## src/rtl/riscstrong_pkg.sv

```systemverilog
// Shared constants for the fetch path.
package riscstrong_pkg;

    localparam int          XLEN        = 32;
    localparam int          INSTR_BYTES = 4;
    localparam logic [31:0] PC_RESET    = 32'h0;
    localparam logic [31:0] NOP         = 32'h0000_0013;

    // Force a fetch target onto an instruction boundary.
    function automatic logic [XLEN-1:0] align_pc(input logic [XLEN-1:0] pc);
        return {pc[XLEN-1:2], 2'b00};
    endfunction

endpackage

```

## src/rtl/sync_fifo.sv

```systemverilog
// Small synchronous FIFO with flush; caller never pushes when full or pops when empty.
module sync_fifo #(
    parameter int WIDTH = 32,
    parameter int DEPTH = 2,
    localparam int AW   = $clog2(DEPTH)
) (
    input  logic             clk,
    input  logic             reset,
    input  logic             clr_i,
    input  logic             push_i,
    input  logic [WIDTH-1:0] push_data_i,
    input  logic             pop_i,
    output logic [WIDTH-1:0] pop_data_o,
    output logic             empty_o,
    output logic [AW:0]      count_o
);

    logic [WIDTH-1:0] mem_q [DEPTH];
    logic [AW-1:0]    wr_ptr_q, rd_ptr_q;
    logic [AW:0]      count_q, count_d;

    assign pop_data_o = mem_q[rd_ptr_q];
    assign empty_o    = (count_q == '0);
    assign count_o    = count_q;

    // Occupancy next-state; simultaneous push and pop leaves it unchanged.
    always_comb begin
        count_d = count_q;
        if (push_i && !pop_i)
            count_d = count_q + 1'b1;
        else if (pop_i && !push_i)
            count_d = count_q - 1'b1;
    end

    // Pointers and occupancy; flush empties the FIFO in one cycle.
    always_ff @(posedge clk) begin
        if (reset || clr_i) begin
            wr_ptr_q <= '0;
            rd_ptr_q <= '0;
            count_q  <= '0;
        end else begin
            if (push_i) wr_ptr_q <= wr_ptr_q + 1'b1;
            if (pop_i)  rd_ptr_q <= rd_ptr_q + 1'b1;
            count_q <= count_d;
        end
    end

    // Storage array; contents are don't-care until written.
    always_ff @(posedge clk) begin
        if (push_i && !clr_i)
            mem_q[wr_ptr_q] <= push_data_i;
    end

endmodule

```

## src/rtl/fetch_unit.sv

```systemverilog
// Instruction fetch: issues imem reads at pc_q, buffers responses with their PCs,
// and squashes everything fetched before a redirect.
module fetch_unit
    import riscstrong_pkg::*;
#(
    parameter int XLEN  = riscstrong_pkg::XLEN,
    parameter int DEPTH = 2
) (
    input  logic            clk,
    input  logic            reset,
    input  logic [XLEN-1:0] pc_q,
    output logic [XLEN-1:0] pc_next,
    output logic            imem_req_valid,
    input  logic            imem_req_ready,
    output logic [XLEN-1:0] imem_req_addr,
    input  logic            imem_rsp_valid,
    input  logic [XLEN-1:0] imem_rsp_data,
    input  logic            redirect_valid,
    input  logic [XLEN-1:0] redirect_pc,
    output logic            instr_valid,
    input  logic            instr_ready,
    output logic [XLEN-1:0] instr_data,
    output logic [XLEN-1:0] instr_pc
);

    localparam int CW = $clog2(DEPTH) + 1;

    logic [CW-1:0]     outst_q, outst_d;
    logic [CW-1:0]     drop_q, drop_d;
    logic [CW-1:0]     buf_cnt, tag_cnt;
    logic              buf_empty, tag_empty;
    logic [XLEN-1:0]   tag;
    logic [CW:0]       credit_used;
    logic              fire, rsp_keep, instr_pop;
    logic [2*XLEN-1:0] buf_head;
    logic              sig_unused;

    // Requests in flight plus buffered words may never exceed DEPTH, which
    // keeps both FIFOs from overflowing without any full checks.
    assign credit_used    = {1'b0, outst_q} + {1'b0, buf_cnt};
    assign imem_req_valid = !reset && !redirect_valid && (credit_used < (CW+1)'(DEPTH));
    assign imem_req_addr  = pc_q;
    assign fire           = imem_req_valid && imem_req_ready;

    // A response is kept only when no older redirect is still draining and
    // no redirect is happening right now.
    assign rsp_keep  = imem_rsp_valid && (drop_q == '0) && !redirect_valid;
    assign instr_pop = instr_valid && instr_ready;

    assign instr_valid = !reset && !buf_empty;
    assign instr_pc    = buf_head[2*XLEN-1:XLEN];
    assign instr_data  = buf_head[XLEN-1:0];

    assign sig_unused = ^{tag_cnt, tag_empty, redirect_pc[1:0]};

    // PC of each outstanding request, popped as responses return (kept or dropped).
    sync_fifo #(.WIDTH(XLEN), .DEPTH(DEPTH)) u_tag_fifo (
        .clk        (clk),
        .reset      (reset),
        .clr_i      (1'b0),
        .push_i     (fire),
        .push_data_i(pc_q),
        .pop_i      (imem_rsp_valid),
        .pop_data_o (tag),
        .empty_o    (tag_empty),
        .count_o    (tag_cnt)
    );

    // {pc, word} entries waiting for decode; a redirect wipes them.
    sync_fifo #(.WIDTH(2*XLEN), .DEPTH(DEPTH)) u_ibuf (
        .clk        (clk),
        .reset      (reset),
        .clr_i      (redirect_valid),
        .push_i     (rsp_keep),
        .push_data_i({tag, imem_rsp_data}),
        .pop_i      (instr_pop),
        .pop_data_o (buf_head),
        .empty_o    (buf_empty),
        .count_o    (buf_cnt)
    );

    // Next PC back to program_counter; redirect targets are word aligned.
    always_comb begin
        pc_next = pc_q;
        if (reset)
            pc_next = XLEN'(PC_RESET);
        else if (redirect_valid)
            pc_next = align_pc(redirect_pc);
        else if (fire)
            pc_next = pc_q + XLEN'(INSTR_BYTES);
    end

    // Outstanding and drop counters. On redirect every request still in
    // flight after this cycle must be discarded.
    always_comb begin
        outst_d = outst_q;
        case ({fire, imem_rsp_valid})
            2'b10:   outst_d = outst_q + 1'b1;
            2'b01:   outst_d = outst_q - 1'b1;
            default: outst_d = outst_q;
        endcase
        drop_d = drop_q;
        if (redirect_valid)
            drop_d = outst_q - CW'(imem_rsp_valid);
        else if (imem_rsp_valid && (drop_q != '0))
            drop_d = drop_q - 1'b1;
    end

    // Counter registers.
    always_ff @(posedge clk) begin
        if (reset) begin
            outst_q <= '0;
            drop_q  <= '0;
        end else begin
            outst_q <= outst_d;
            drop_q  <= drop_d;
        end
    end

endmodule

```

## config.mk

```make
export PLATFORM = sky130hd
export DESIGN_NAME = fetch_unit
export DESIGN_NICKNAME = d
export VERILOG_FILES = /design/src/rtl/riscstrong_pkg.sv /design/src/rtl/sync_fifo.sv /design/src/rtl/fetch_unit.sv
export SDC_FILE = /design/constraint.sdc
export NUM_CORES = 1
export LEC_CHECK = 0
export ABC_AREA = 1
export BUFFER_PORTS_ARGS = -buffer_cell sky130_fd_sc_hd__buf_2
export CORE_MARGIN = 3
export CORE_UTILIZATION = 44
export DETAILED_ROUTE_END_ITERATION = 7
export PLACE_DENSITY = 0.74
export SYNTH_ARGS = -nofsm -noshare
export SYNTH_HDL_FRONTEND = slang
export SYNTH_SLANG_ARGS = --single-unit
```

## constraint.sdc

```tcl
create_clock -name clk -period 7.8 [get_ports clk]
set_input_delay 0.39 -clock clk [delete_from_list [all_inputs] [get_ports clk]]
set_output_delay 0.39 -clock clk [all_outputs]
set_load 0.02 [all_outputs]
```

==> metrics.yaml <==
run_status:
  status: "complete, no violations"
setup_path:
  path_buf_inv: 4
  critical_path_required_ns: 7.41
  cp_data_arrival_time_ns: 3.01
  worst_setup_path_start_kind: "flop"
  crit_type: "reg2out"
  cp_common_cell: "nand2_1"
  critPathMaxFanout: 20
  crit_path_end_kind: "output pin"
  critPathTopFamily: "simple AND/OR/NAND/NOR gates"
  worstPathCellList: "nand2_1 > inv_1 > fa_1 > nor2_4 > nand3_4 > nor2_2 > nand2_1 > inv_1 > nand2_1 > nand2_1 > nand3_1 > nand2_1 > inv_1 > buf_2"
  critPathSlowestCell: "fa_1"
  slowest_delay_ns: 0.45
sta:
  max-slew-margin-rel_pct: 27.7
  fin_crit_sh_pct: 43.7
  rsz0062_at_grt: "no"
  slew_viol_final: 0
  hold_viol_final: 0
  setup_tns_ns: 0
  worstMarginPinSlew_ns: 1.08
  fmax_ghz: 0.294
  period_needed_ns: 3.40
  setup_viol: 0
  whs_ns: 0.0921
  fin_worst_skew_ns: 0.00791
floorplanning:
  coreArea_mm2: 0.0206
  ios: 232
  std_cell_rows: 52
  die_y_um: 152
  dieWidth_um: 152
  die_area_mm2: 0.0230
  initial_core_util_pct: 45.4
placed_design:
  numPortBuffers: 229
  gp_congestion: 0.855
  dp_hpwl_um: 14400
  postPlaceCellArea_mm2: 0.0105
detailed_routing:
  vias_per_cell: 5.00
  drtIter0Drc: 342
  drc: 0
  wirelength_um: 21200
  drt-pass1-iter-count: 5
  drt-wirelength-per-cell_um: 17.3
  postRouteAntennaNets: 0
  vias: 6131
yosys:
  synth_cells: 746
  yosysTopAreaCell: "edfxtp_1"
  post-synth-top-area-fraction_pct: 61.7
  seq_area_frac_synth_pct: 64.3
  syn_avg_cell_area_um2: 12.5
  async_flop_share_pct: 0
  synth_flop_cell: "edfxtp_1"
  synth.yosys.warnings: 0
  synth.distinct_cells: 36
  synth_top_cells_by_area: "edfxtp_1 (62%), mux2_2 (11%), nand2_1 (5.1%)"
  synth_nets: 854
  synth_most_common_cell: "edfxtp_1"
  synth_edf_count: 192
  synthTopCellsByCount: "edfxtp_1 (192), nand2_1 (126), mux2_2 (92)"
  ys_seq_elements: 204
  netlist_area_mm2: 0.00934
layout:
  num-fill-cells: 1758
  multi_input_area_mm2: 0.00270
  finalInstanceArea_mm2: 0.0112
  diodes: 0
  final_util_pct: 54.2
  finalNetCount: 1054
  seqCellArea_mm2: 0.00601
  drive_gt1_share_pct: 39.4
  syn2layout_area_growth_pct: 19.4
power:
  ir_drop_uv: 122
  power.leakage_nw: 4.57
  p_total_mw: 2.48
  power.density_mw_per_mm2: 222
global_routing:
  antenna_found_initial: 1
  use_met1_pct: 23.4
  gr-max-usage-layer: "met2"
  grt_pass1_wl_um: 32100
  grt_max_degree: 66
  grtUsageMet2_pct: 30.9
  met3_usage_pct: 3.12
  grt_overflow_total: 0
  grt_util_all_layers_pct: 17.9
  grt_pass1_vias: 6104
clock_network:
  postCtsSetupRepairBufs: 0
  post_cts_resized: 0
  clk_pin_slew_ns: 0.06
  htree_levels: 1
  cts_tree: "yes"
  cts.sinks: 204
  postCtsHoldBufs: 0
  numCtsBuffers: 22
  clock_path_buffers: 3
  insertion_delay_ns: 0.49
  root_buffer: "clkbuf_16"
run:
  cap_violations: 0
worst_hold_path:
  hp-class: "in2reg"
==> layer usage <==
layer  up-vias  wire, µm
met5         -        11
met4         2       475
met3        35      1450
met2       222     10200
met1      2905      9100
li1       2967         -
==> worst paths after layout <==
| check | start | end | slack (ns) | depth (start not counted) |
|---|---|---|---|---|
| worst max-delay path | outst_q[0] | pc_next[19] | 4.40 | 14 |
| worst min register to register | u_ibuf.count_o[1] | u_ibuf.count_o[1] | 0.51 | 2 |
| worst min-delay path | imem_rsp_data[28] | u_ibuf.mem_q[0][28] | 0.09 | 1 |
| worst max register to register | outst_q[0] | u_tag_fifo.mem_q[1][15] | 4.98 | 6 |
==> area by class of cell <==
cell class,instances,share of cell area (%)
timing repair buffer,232,10.5
clock buffer,27,5.30
tap,270,3.03
sequential,204,53.9
inverter,76,2.56
multi-input combinational,410,24.2
clock inverter,8,0.527
==> power by group <==
part	total (mW)	switching (mW)	internal [mW]
Combinational	0.275	0.175	0.0994
Sequential	1.26	0.0175	1.24
Clock	0.949	0.386	0.563
==> sequential cells by signal (all words and copies together) (netlist names), named ones only <==
name and count:
u_ibuf.count_o 2, u_ibuf.wr_ptr_q 1, u_ibuf.rd_ptr_q 1, drop_q 2, u_tag_fifo.mem_q 64, u_ibuf.mem_q 128, u_tag_fifo.rd_ptr_q 1, outst_q 2
u_tag_fifo.wr_ptr_q 1
==> cells by family (layout without fill, tap and decap cells) <==
logic type      after synthesis  after routing  synth area share, %
compound gates               44             44                 2.53
simple gates                257            257                 12.9
flops                       204            204                 64.3
xor+xnor                      7              7                0.656
buf+inv                     132            343                 7.11
fa+ha+maj                     6              6                0.884
mux                          96             96                 11.6
==> worst register-to-register path, delay by kind of cell (launching register included) <==
| kind | cells | cell delay (ns) |
|---|---|---|
| simple gates | 4 | 1.56 |
| buf+inv | 1 | 0.06 |
| fa+ha+maj | 1 | 0.45 |
| flops | 1 | 0.37 |
==> stage by stage <==
stage	std cells	setup WS [ns]
after CTS	1227	4.32
after detailed placement	1192	4.85
after global placement	1192	4.92
after floorplan	746	3.67
after global routing	1227	4.08
final	1227	4.40
==> cells in the final DEF, fill, tap and decap left out, drive strengths merged <==
cell	count
nor2	58
mux2	96
a21oi	16
buf	232
o21ai	23
inv	76
nand3	42
nand3b	8
edfxtp	192
clkbuf	27
o31ai	1
and3	1
o211ai	4
nand4	11
fa	1
dfxtp	12
clkinv	7
nand2	127
or2	1
nor3	9
xor2	3
ha	5
bufinv	1
xnor2	4
No activity file was read; power rests on OpenSTA's default activity.
